===== src/rtl/minimips_ctrl_pkg.sv =====
// rtl/minimips_ctrl_pkg.sv - shared encodings for the MiniMIPS main control unit
//
// Purpose: opcode constants, ALUop codes, datapath mux selects and the 4-bit
// state encodings. The ALU control stage and the testbench use the same package.
package minimips_ctrl_pkg;

    // Instruction opcodes (4-bit IR opcode field)
    localparam logic [3:0] OP_RTYPE = 4'b0000;
    localparam logic [3:0] OP_ADDI  = 4'b0001;
    localparam logic [3:0] OP_ANDI  = 4'b0010;
    localparam logic [3:0] OP_ORI   = 4'b0011;
    localparam logic [3:0] OP_LW    = 4'b0100;
    localparam logic [3:0] OP_SW    = 4'b0101;
    localparam logic [3:0] OP_BEQ   = 4'b0110;
    localparam logic [3:0] OP_BNE   = 4'b0111;
    localparam logic [3:0] OP_J     = 4'b1000;
    localparam logic [3:0] OP_HALT  = 4'b1111;

    // ALUop codes consumed by the ALU control stage
    localparam logic [2:0] ALU_ADD  = 3'b000;
    localparam logic [2:0] ALU_SUB  = 3'b001;
    localparam logic [2:0] ALU_AND  = 3'b010;
    localparam logic [2:0] ALU_OR   = 3'b011;
    localparam logic [2:0] ALU_FUNC = 3'b111;

    // ALU operand A select
    localparam logic       SRCA_PC  = 1'b0;
    localparam logic       SRCA_REG = 1'b1;

    // ALU operand B select
    localparam logic [1:0] SRCB_REG = 2'b00;
    localparam logic [1:0] SRCB_ONE = 2'b01;
    localparam logic [1:0] SRCB_IMM = 2'b10;

    // PC source select
    localparam logic [1:0] PCSRC_ALU    = 2'b00;
    localparam logic [1:0] PCSRC_ALUOUT = 2'b01;
    localparam logic [1:0] PCSRC_JUMP   = 2'b10;

    // Controller state encodings
    typedef enum logic [3:0] {
        ST_FETCH    = 4'd0,
        ST_DECODE   = 4'd1,
        ST_EXEC_R   = 4'd2,
        ST_EXEC_I   = 4'd3,
        ST_WB_ALU   = 4'd4,
        ST_MEM_ADDR = 4'd5,
        ST_MEM_RD   = 4'd6,
        ST_MEM_WB   = 4'd7,
        ST_MEM_WR   = 4'd8,
        ST_BRANCH   = 4'd9,
        ST_JUMP     = 4'd10,
        ST_HALT     = 4'd11
    } state_e;

    // True for every opcode that has an instruction assigned to it
    function automatic logic is_legal_op(input logic [3:0] op);
        case (op)
            OP_RTYPE, OP_ADDI, OP_ANDI, OP_ORI,
            OP_LW, OP_SW, OP_BEQ, OP_BNE,
            OP_J, OP_HALT: is_legal_op = 1'b1;
            default:       is_legal_op = 1'b0;
        endcase
    endfunction

endpackage


===== src/rtl/ctrl_output_decode.sv =====
// rtl/ctrl_output_decode.sv - combinational decode of controller state to datapath strobes
//
// Purpose: Moore decode of the state register, plus the three combinationally
// qualified strobes: FETCH pc_write/ir_write (by mem_ready) and the branch
// PC load (by opcode and zero).
// Ports:
//   state_i       current controller state
//   opcode_i      IR opcode field
//   zero_i        ALU zero flag
//   mem_ready_i   memory handshake
//   *_o           datapath controls, see main_control_fsm
module ctrl_output_decode
    import minimips_ctrl_pkg::*;
(
    input  state_e     state_i,
    input  logic [3:0] opcode_i,
    input  logic       zero_i,
    input  logic       mem_ready_i,
    output logic [2:0] aluop_o,
    output logic       alu_src_a_o,
    output logic [1:0] alu_src_b_o,
    output logic [1:0] pc_src_o,
    output logic       pc_write_o,
    output logic       pc_write_cond_o,
    output logic       iord_o,
    output logic       mem_read_o,
    output logic       mem_write_o,
    output logic       ir_write_o,
    output logic       reg_write_o,
    output logic       reg_dst_o,
    output logic       mem_to_reg_o,
    output logic       illegal_o,
    output logic       halted_o
);

    logic branch_taken;

    assign branch_taken = ((opcode_i == OP_BEQ) &&  zero_i) ||
                          ((opcode_i == OP_BNE) && !zero_i);

    always_comb begin
        aluop_o         = ALU_ADD;
        alu_src_a_o     = SRCA_PC;
        alu_src_b_o     = SRCB_REG;
        pc_src_o        = PCSRC_ALU;
        pc_write_o      = 1'b0;
        pc_write_cond_o = 1'b0;
        iord_o          = 1'b0;
        mem_read_o      = 1'b0;
        mem_write_o     = 1'b0;
        ir_write_o      = 1'b0;
        reg_write_o     = 1'b0;
        reg_dst_o       = 1'b0;
        mem_to_reg_o    = 1'b0;
        illegal_o       = 1'b0;
        halted_o        = 1'b0;

        case (state_i)
            ST_FETCH: begin
                // PC+1 computed every cycle, but PC and IR only load on the
                // cycle the instruction word actually arrives.
                mem_read_o  = 1'b1;
                alu_src_b_o = SRCB_ONE;
                if (mem_ready_i) begin
                    pc_write_o = 1'b1;
                    ir_write_o = 1'b1;
                end
            end
            ST_DECODE: begin
                // Speculative branch target into ALUOut
                alu_src_b_o = SRCB_IMM;
                illegal_o   = !is_legal_op(opcode_i);
            end
            ST_EXEC_R: begin
                alu_src_a_o = SRCA_REG;
                aluop_o     = ALU_FUNC;
            end
            ST_EXEC_I: begin
                alu_src_a_o = SRCA_REG;
                alu_src_b_o = SRCB_IMM;
                case (opcode_i)
                    OP_ANDI: aluop_o = ALU_AND;
                    OP_ORI:  aluop_o = ALU_OR;
                    default: aluop_o = ALU_ADD;
                endcase
            end
            ST_WB_ALU: begin
                reg_write_o = 1'b1;
                reg_dst_o   = (opcode_i == OP_RTYPE);
            end
            ST_MEM_ADDR: begin
                alu_src_a_o = SRCA_REG;
                alu_src_b_o = SRCB_IMM;
            end
            ST_MEM_RD: begin
                mem_read_o = 1'b1;
                iord_o     = 1'b1;
            end
            ST_MEM_WB: begin
                reg_write_o  = 1'b1;
                mem_to_reg_o = 1'b1;
            end
            ST_MEM_WR: begin
                mem_write_o = 1'b1;
                iord_o      = 1'b1;
            end
            ST_BRANCH: begin
                alu_src_a_o     = SRCA_REG;
                aluop_o         = ALU_SUB;
                pc_src_o        = PCSRC_ALUOUT;
                pc_write_cond_o = branch_taken;
            end
            ST_JUMP: begin
                pc_write_o = 1'b1;
                pc_src_o   = PCSRC_JUMP;
            end
            ST_HALT: begin
                halted_o = 1'b1;
            end
            default: begin
            end
        endcase
    end

endmodule


===== src/rtl/main_control_fsm.sv =====
// rtl/main_control_fsm.sv - MiniMIPS multi-cycle main control unit
//
// Purpose: sequences each instruction through FETCH/DECODE/EXEC/MEM/WB states,
// waits on mem_ready in memory states and parks in HALT on the halt opcode.
// Ports:
//   clk, rst          clock, synchronous active-high reset
//   opcode            IR opcode field (valid from DECODE on)
//   zero              ALU zero flag, used in BRANCH
//   mem_ready         memory completes the current access this cycle
//   ALUop             ALU operation code for the ALU control stage
//   alu_src_a/b       ALU operand selects
//   pc_src            PC source select
//   pc_write(_cond)   unconditional / branch-qualified PC load
//   iord              memory address select (0 PC, 1 ALUOut)
//   mem_read/write    memory strobes
//   ir_write          instruction register load
//   reg_write, reg_dst, mem_to_reg  register-file controls
//   illegal           one-cycle pulse in DECODE on an unassigned opcode
//   halted            high while in HALT
//   state             current state encoding
module main_control_fsm
    import minimips_ctrl_pkg::*;
(
    input  logic       clk,
    input  logic       rst,
    input  logic [3:0] opcode,
    input  logic       zero,
    input  logic       mem_ready,
    output logic [2:0] ALUop,
    output logic       alu_src_a,
    output logic [1:0] alu_src_b,
    output logic [1:0] pc_src,
    output logic       pc_write,
    output logic       pc_write_cond,
    output logic       iord,
    output logic       mem_read,
    output logic       mem_write,
    output logic       ir_write,
    output logic       reg_write,
    output logic       reg_dst,
    output logic       mem_to_reg,
    output logic       illegal,
    output logic       halted,
    output logic [3:0] state
);

    state_e state_q;
    state_e state_d;

    always_ff @(posedge clk) begin
        if (rst) begin
            state_q <= ST_FETCH;
        end else begin
            state_q <= state_d;
        end
    end

    always_comb begin
        state_d = state_q;
        case (state_q)
            ST_FETCH: begin
                if (mem_ready) begin
                    state_d = ST_DECODE;
                end
            end
            ST_DECODE: begin
                case (opcode)
                    OP_RTYPE:                   state_d = ST_EXEC_R;
                    OP_ADDI, OP_ANDI, OP_ORI:   state_d = ST_EXEC_I;
                    OP_LW, OP_SW:               state_d = ST_MEM_ADDR;
                    OP_BEQ, OP_BNE:             state_d = ST_BRANCH;
                    OP_J:                       state_d = ST_JUMP;
                    OP_HALT:                    state_d = ST_HALT;
                    default:                    state_d = ST_FETCH;
                endcase
            end
            ST_EXEC_R:   state_d = ST_WB_ALU;
            ST_EXEC_I:   state_d = ST_WB_ALU;
            ST_WB_ALU:   state_d = ST_FETCH;
            // Only lw and sw reach MEM_ADDR, so anything but lw is a store
            ST_MEM_ADDR: state_d = (opcode == OP_LW) ? ST_MEM_RD : ST_MEM_WR;
            ST_MEM_RD: begin
                if (mem_ready) begin
                    state_d = ST_MEM_WB;
                end
            end
            ST_MEM_WB:   state_d = ST_FETCH;
            ST_MEM_WR: begin
                if (mem_ready) begin
                    state_d = ST_FETCH;
                end
            end
            ST_BRANCH:   state_d = ST_FETCH;
            ST_JUMP:     state_d = ST_FETCH;
            ST_HALT:     state_d = ST_HALT;
            default:     state_d = ST_FETCH;
        endcase
    end

    assign state = state_q;

    ctrl_output_decode u_decode (
        .state_i         (state_q),
        .opcode_i        (opcode),
        .zero_i          (zero),
        .mem_ready_i     (mem_ready),
        .aluop_o         (ALUop),
        .alu_src_a_o     (alu_src_a),
        .alu_src_b_o     (alu_src_b),
        .pc_src_o        (pc_src),
        .pc_write_o      (pc_write),
        .pc_write_cond_o (pc_write_cond),
        .iord_o          (iord),
        .mem_read_o      (mem_read),
        .mem_write_o     (mem_write),
        .ir_write_o      (ir_write),
        .reg_write_o     (reg_write),
        .reg_dst_o       (reg_dst),
        .mem_to_reg_o    (mem_to_reg),
        .illegal_o       (illegal),
        .halted_o        (halted)
    );

endmodule


===== config.mk =====
export PLATFORM = sky130hd
export DESIGN_NAME = main_control_fsm
export DESIGN_NICKNAME = d
export VERILOG_FILES = /design/src/rtl/minimips_ctrl_pkg.sv /design/src/rtl/ctrl_output_decode.sv /design/src/rtl/main_control_fsm.sv
export SDC_FILE = /design/constraint.sdc
export NUM_CORES = 1
export LEC_CHECK = 0
export ABC_CLOCK_PERIOD_IN_PS = 1400
export BUFFER_PORTS_ARGS = -buffer_cell sky130_fd_sc_hd__buf_4
export CAP_MARGIN = 20
export CORE_UTILIZATION = 46
export CTS_CLUSTER_DIAMETER = 200
export DETAILED_ROUTE_END_ITERATION = 16
export HOLD_SLACK_MARGIN = 0.08
export PLACE_DENSITY_LB_ADDON = 0.12
export SLEW_MARGIN = 15
export SYNTH_ARGS = -nofsm -noshare
export SYNTH_HDL_FRONTEND = slang
export SYNTH_HIERARCHICAL = 1
export SYNTH_SLANG_ARGS = --single-unit

===== constraint.sdc =====
create_clock -name clk -period 1.4 [get_ports clk]
set_input_delay 0.21 -clock clk [delete_from_list [all_inputs] [get_ports clk]]
set_output_delay 0.21 -clock clk [all_outputs]
set_load 0.01 [all_outputs]

==> results.md, run 1 <==
* Status: stopped before the end
* Failing step: 5_1_grt
* First Err: [ERROR DPL-0038] Utilization greater than 100%, impossible to legalize
* Hold Buf Count CTS at 0
* Synth Instances at 96
* Boundary Pins at 31
* Syn_area_per_cell at 7.26 um2
* Synth cell types at 47
* #FFs+latches synth at 4
* Worst EP kind: output port
* Post-synth EDFFs at 0
* PortBufs at 30
* Clock Path Buffers at 2
* Placed cells at 150
* Syn_nets at 104
* Inserted Clock Buffers at 3
* Rows at 13
* Die width at 40.9 um
* HPWL after DPL at 1480 um
* Initial Utilization at 51.6%
* Yosys warns at 6
* Async SR Flop Fraction at 0%
* Sequential area share after synthesis at 11.5%
* Num Clock Sinks at 4
* Ys flop type: dfxtp_1
* Placement Setup Slack at -0.0529 ns
* H-tree level count at 1
* Post-Syn Area at 697 um2
* CTS Root Cell: clkbuf_4
* Die Span Y at 40.9 um
* Post-GRT worst EP: iord
* Routability cong. at 0.836
* Largest net degree at the start of global routing at 15
-- cell families after synthesis --
family / share of synthesized area (%)
AND/OR/NAND/NOR: 44.7
AO/OA/AOI/OAI: 28.7
buffers and inverters: 11.1
flip-flops: 11.5
XOR/XNOR: 2.51
multiplexers: 1.44
-- cells in the mapped netlist, types with 2 or more instances --
master	n	area share, %
nor2_1	9	4.8
a21oi_1	8	5.7
inv_1	6	3.2
nand2_1	6	3.2
nor3_1	5	3.6
dfxtp_1	4	11
buf_4	3	3.2
nand2b_1	3	2.7
nor4_1	3	2.7
o21ai_0	3	2.2
a211oi_2	2	3.6
a2bb2oi_1	2	2.5
and2b_2	2	2.5
buf_2	2	1.4
buf_6	2	3.2
nand3_1	2	1.4
nand3b_1	2	2.2
o211ai_1	2	2.2
or3b_1	2	2.5
-- repair_timing --
action,CTS
pin swaps,7
setup buffers,6
setup endpoints to repair,20
resized for setup,28
-- metrics by stage --
| step | util [%] | cell area [um2] |
|---|---|---|
| floorplan | - | 703 |
| global placement | 75.0 | 1010 |
| detailed placement | 75.0 | 1010 |
| CTS | 87.7 | 1180 |
==> run 2: changes to the inputs <==
Settings changed: CORE_AREA set to 2 2 63 65, CORE_UTILIZATION 46 to not set, CTS_CLUSTER_DIAMETER 200 to not set, DIE_AREA set to 0 0 65 67, HOLD_SLACK_MARGIN 0.08 to not set, PLACE_DENSITY_LB_ADDON 0.12 to 0.15.
==> run 2 against run 1 <==
Effect of this change:
- the flow now finishes, with violations (negative setup slack)
- synthesized area did not move
- synthesized cell count did not move
==> results.md, run 2 <==
* Critical path type: reg2out
* Total iterations of the first detailed-routing run at 4
* Worst Max-Slew Pin Slew at 0.382 ns
* Most frequent cells in the layout: 47 x buf_4, 9 x nor2_1, 6 x a21oi_1, 6 x nand2_1, 6 x buf_6
* Clock Path Buffers at 2
* Initial antenna violation count at 0
* Internal reg-to-reg setup slack at 0.05 ns
* Largest register FFs at 4
* Total GRT Usage at 10.8%
* Boundary Pins at 31
* Slew margin rel. at 74.3%
* Max-cap check violation count at 0
* VDD IR max at 0.369 mV
* Final-report max-slew violation count at 0
* Ys flop type: dfxtp_1
* HPWL after DPL at 1870 um
* H-tree level count at 1
* Sw Ratio at 34.8%
* N_diodes at 0
* #FFs+latches synth at 4
* RSZ-0062 raised after global routing: yes
* PnR worst setup slack at -0.147 ns
* PortBufs at 30
* Post-synth EDFFs at 0
* DR WL/cell at 12.2 um
* Layout cells sized above 1 at 55.9%
* Comb pwr share at 54.6%
* Vias in the first global route at 823
* Num Clock Sinks at 4
* Final core occ at 34.9%
* Power share of the clock group at 28.4%
* Total power at 850 uW
* Clk_lat worst skew at 0.22 ns
* Commonest non-fill, non-tap cell in the layout: buf_4
* Inserted Clock Buffers at 3
* Yosys top cell by area: dfxtp_1
* Post-Syn Area at 697 um2
* Setup TNS at -1.17 ns
* Initial Utilization at 19.3%
* First-pass GRT wire length at 3660 um
* Pwr/cell area at 676 nW/um2
* Psw at 296 uW
* HP Class: in2reg
* Hold WS at 0.189 ns
* Iter 0 DRT Violations at 22
* Minimum clock period at 1.55 ns
* Synth Instances at 96
* Internal at 554 uW
* Capturing point of the worst reg2reg path: state[1]$_SDFFE_PP0P_
* Worst r2r src: state[2]$_SDFFE_PP0P_
* Final Hold Viols at 0
* Vias per inst at 4.63
* Crit path capture: reg_dst
* Period utilization at 110%
* Largest cells by area after synthesis: dfxtp_1 11%, a21oi_1 5.7%, nor2_1 4.8%
* CP arrival at 1.34 ns
* Crit end category: primary output
* Reg clk slew, reported paths at 0.03 ns
* CORE AREA at 3610 um2
* Nets at 155
* Failing checks: negative setup slack
* Max Clock Skew at 0.000754 ns
* Synth cell types at 47
* Sequential area share after synthesis at 11.5%
* Yosys warns at 6
* Fmax at 0.647 GHz
* Die width at 65 um
* Element type at the critical path start: flop
* Async SR Flop Fraction at 0%
* Critical path origin: state[0]$_SDFFE_PP0P_
* Die Span Y at 67 um
* Status: complete, but fails checks
* Post-synth top area share at 11.5%
* Rows at 22
* Syn_nets at 104
* Routability cong. at 0.712
* Final setup viols at 13
* Syn_area_per_cell at 7.26 um2
* GRT overflow at 0
* WP data required at 1.19 ns
* CTS tree: built
* R2R depth at 6
* Via count at 894
* Routed wire length at 2350 um
* ANT nets after route at 0
* Fillers at 387
* Area growth syn-to-layout at 80.4%
* Top-count cell post-synth: nor2_1
* CTS Root Cell: clkbuf_8
* Flop pwr share at 17.0%
* P_leak at 0.548 nW
* Full die area at 4360 um2
* DRC at 0
* CP Max Fanout at 6
* Largest net degree at the start of global routing at 13
* Leading cell types by count after synthesis: 9 x nor2_1, 8 x a21oi_1, 6 x inv_1, 6 x nand2_1, 5 x nor3_1
run 2: cell counts after synthesis:
Identical to the previous run, type by type.
run 2: layer usage:
metal	share of wire, %	wire, um	track usage, %	up-vias
li1	-	-	-	460
met1	44	1040	12.6	404
met2	48	1130	18.9	28
met3	6.2	145	2.70	2
met4	1.3	31	3.99	0
met5	0	0	0	-
run 2: stage by stage:
step / instances / worst slack, ns / area, um2
after floorplan: 96 / 0.00934 / 703
final: 193 / -0.147 / 1260
after detailed placement: 189 / -0.0417 / 1100
after global routing: 193 / -0.187 / 1260
after global placement: 189 / -0.0534 / 1100
after CTS: 193 / -0.165 / 1230
run 2: repair_timing:
action / CTS / global route
setup buffers: 1 / 0
pin swaps: 7 / 5
hold buffers: 0 / 0
gates resized for setup: 22 / 5
setup endpoints to repair: 21 / 19
run 2: worst min-delay path by stage:
stage                             to  slack (ns)  startpoint  depth (start not counted)
2_1_floorplan  state[0]$_SDFFE_PP0P_        0.28         rst                          1
3_3_place_gp   state[0]$_SDFFE_PP0P_        0.41         rst                          2
3_5_place_dp   state[0]$_SDFFE_PP0P_        0.42         rst                          2
4_1_cts        state[0]$_SDFFE_PP0P_        0.19         rst                          2
5_1_grt        state[0]$_SDFFE_PP0P_        0.19         rst                          2
6_report       state[0]$_SDFFE_PP0P_        0.19         rst                          2
run 2: critical path: stages (launching register included):
cell     delay [ns]
dfxtp_2        0.33
or4_4          0.49
nor4_4         0.14
buf_4          0.16
run 2: cells by family after synthesis:
family                 count (synthesis)  synth area share, %
AND/OR/NAND/NOR                       49                 44.7
AO/OA/AOI/OAI                         27                 28.7
buffers and inverters                 13                 11.1
flip-flops                             4                 11.5
XOR/XNOR                               2                 2.51
multiplexers                           1                 1.44
run 2: power by group through the flow:
stage	registers (mW)	clock network (mW)	logic, mW
2_1_floorplan	0.149	0	0.218
3_3_place_gp	0.145	0	0.419
3_5_place_dp	0.144	0	0.421
4_1_cts	0.144	0.246	0.458
5_1_grt	0.147	0.265	0.504
6_report	0.144	0.242	0.464
run 2: cell type report:
cell class,count,area (um2),share of cell area [%]
Timing Repair Buffer,53,420,33.4
Clock buffer,3,41.3,3.28
Sequential cell,4,92.6,7.36
Inverter,6,22.5,1.79
Tap cell,48,60.1,4.78
Multi-Input combinational cell,79,621,49.4
No activity file was read; power rests on OpenSTA's default activity.
==> run 3: changes to the inputs <==
--- a/config.mk
+++ b/config.mk
@@ -6,5 +6,5 @@
 export NUM_CORES = 1
 export LEC_CHECK = 0
-export ABC_CLOCK_PERIOD_IN_PS = 1400
+export ABC_CLOCK_PERIOD_IN_PS = 1900
 export BUFFER_PORTS_ARGS = -buffer_cell sky130_fd_sc_hd__buf_4
 export CAP_MARGIN = 20
==> constraint.sdc (replaced) <==
create_clock -name clk -period 1.9 [get_ports clk]
set_input_delay 0.095 -clock clk [delete_from_list [all_inputs] [get_ports clk]]
set_output_delay 0.095 -clock clk [all_outputs]
set_load 0.01 [all_outputs]
==> run 3 against run 2 <==
Effect of this change:
- clock skew down 0.00068 ns
- count of clock-buffer cells in the layout stayed put
- the run now ends clean
- flip-flop and latch count unchanged
- final cell count down 8.8%
- design area down 19%
- clock power shrank 28%
- via count fell by 7.3%
- worst setup slack improved by 0.32 ns
- critical path type unchanged
- largest cell class unchanged
- critical path depth is 1 higher
==> results.md, run 3 (synthesized netlist as in run 2, its figures left out) <==
* N_diodes at 0
* CP arrival at 1.63 ns
* Die Span Y at 67 um
* CTS Root Cell: clkbuf_8
* Max-cap check violation count at 0
* Clk_lat worst skew at 0.21 ns
* Hold Buf Count CTS at 0
* Total GRT Usage at 9.38%
* Crit end category: primary output
* Placement Setup Slack at 0.400 ns
* Fillers at 407
* Power share of the clock group at 31.6%
* Largest net degree at the start of global routing at 20
* CP Max Fanout at 16
* Setup TNS at 0 ns
* VDD IR max at 0.347 mV
* Slowest cell on crit path: dfxtp_1
* Fmax at 0.580 GHz
* Worst Max-Slew Pin Slew at 0.591 ns
* Slew margin rel. at 60.6%
* Layout cells sized above 1 at 38.3%
* Boundary Pins at 31
* Die width at 65 um
* H-tree level count at 1
* Element type at the critical path start: flop
* Rows at 22
* Critical path type: reg2out
* Final setup viols at 0
* HP Class: in2reg
* Sw Ratio at 35.1%
* Critical path origin: state[3]$_SDFFE_PP0P_
* PortBufs at 30
* Pwr/cell area at 547 nW/um2
* Worst r2r src: state[0]$_SDFFE_PP0P_
* Period utilization at 90.8%
* Reg clk slew, reported paths at 0.03 ns
* GRT overflow at 0
* HPWL after DPL at 1670 um
* Initial antenna violation count at 0
* Final-report max-slew violation count at 0
* Num Clock Sinks at 4
* DRC at 0
* RSZ-0062 raised after global routing: no
* Max Clock Skew at 0.0000733 ns
* PnR worst setup slack at 0.175 ns
* Minimum clock period at 1.72 ns
* WP data required at 1.80 ns
* Resized cells post-CTS at 0
* Full die area at 4360 um2
* Worst path buffer plus inverter count at 2
* CTS tree: built
* DR WL/cell at 12.2 um
* Vias in the first global route at 716
* HP Start: rst
* First-pass GRT wire length at 3240 um
* Status: finished clean
* Comb pwr share at 46.6%
* Total iterations of the first detailed-routing run at 4
* Iter 0 DRT Violations at 27
* P_leak at 0.434 nW
* Via count at 829
* Routability cong. at 0.720
* Commonest non-fill, non-tap cell in the layout: buf_4
* Area growth syn-to-layout at 45.4%
* Final Hold Viols at 0
* Most frequent cells in the layout: 36 x buf_4, 9 x nor2_1, 8 x a21oi_1, 6 x inv_1, 6 x nand2_1
* Nets at 138
* Crit path largest cell delay at 0.46 ns
* Internal at 360 uW
* CP cell instances: buf_4 -> or3b_1 -> a211oi_2 -> buf_4
* Inserted Clock Buffers at 3
* Vias per inst at 4.71
* CORE AREA at 3610 um2
* Post-CTS Setup Bufs at 0
* Flop pwr share at 21.8%
* Clock Path Buffers at 2
* Cell family with most CP delay: flip-flops
* CP dominant cell by count: buf_4
* Initial Utilization at 19.3%
* ANT nets after route at 0
* Psw at 195 uW
* Routed wire length at 2150 um
* Largest register FFs at 4
run 3: path summary, 6_finish.rpt:
| path | endpoint | slack (ns) | depth (start not counted) |
|---|---|---|---|
| max | pc_write | 0.18 | 4 |
| min reg2reg | state[3]$_SDFFE_PP0P_ | 0.72 | 2 |
| max reg2reg | state[0]$_SDFFE_PP0P_ | 0.38 | 4 |
| min | state[0]$_SDFFE_PP0P_ | 0.08 | 2 |
run 3: metal layers:
metal,GRT usage (%),vias to the layer above,part of all wire (%)
met2,15.7,20,47
met4,3.99,0,0
met5,0,-,0
li1,-,427,-
met1,12.3,382,50
met3,0.676,0,3.6
run 3: worst reg2reg max path, cell delays in order, from the launching register on:
cell and delay [ns]:
dfxtp_1 0.68, and2b_2 0.30, a2bb2oi_1 0.16, a2bb2oi_1 0.19, a211oi_2 0.05
run 3: final cells by class:
| type | instances | area (um2) | share of cell area, % |
|---|---|---|---|
| multi-input combinational | 79 | 539 | 53.2 |
| timing repair buffer | 36 | 270 | 26.7 |
| sequential | 4 | 80.1 | 7.90 |
| tap | 48 | 60.1 | 5.93 |
| clock buffer | 3 | 41.3 | 4.07 |
| inverter | 6 | 22.5 | 2.22 |
run 3: power by group through the flow:
stage | clock network [mW] | registers (mW) | logic [mW]
2_1_floorplan | 0 | 0.110 | 0.158
3_3_place_gp | 0 | 0.120 | 0.260
3_5_place_dp | 0 | 0.121 | 0.261
4_1_cts | 0.181 | 0.120 | 0.262
5_1_grt | 0.185 | 0.125 | 0.285
6_report | 0.175 | 0.121 | 0.258
run 3: per-stage QoR:
stage / cells / area [um2] / utilization, % / power, mW / hold slack [ns]
2_1_floorplan: 96 / 697 / - / 0.267 / 0.168
3_3_place_gp: 173 / 972 / 27.0 / 0.381 / 0.299
3_5_place_dp: 173 / 972 / 27.0 / 0.383 / 0.310
4_1_cts: 176 / 1010 / 28.1 / 0.564 / 0.0837
5_1_grt: 176 / 1010 / 28.1 / 0.595 / 0.0882
6_report: 176 / 1010 / 28.1 / 0.555 / 0.0841
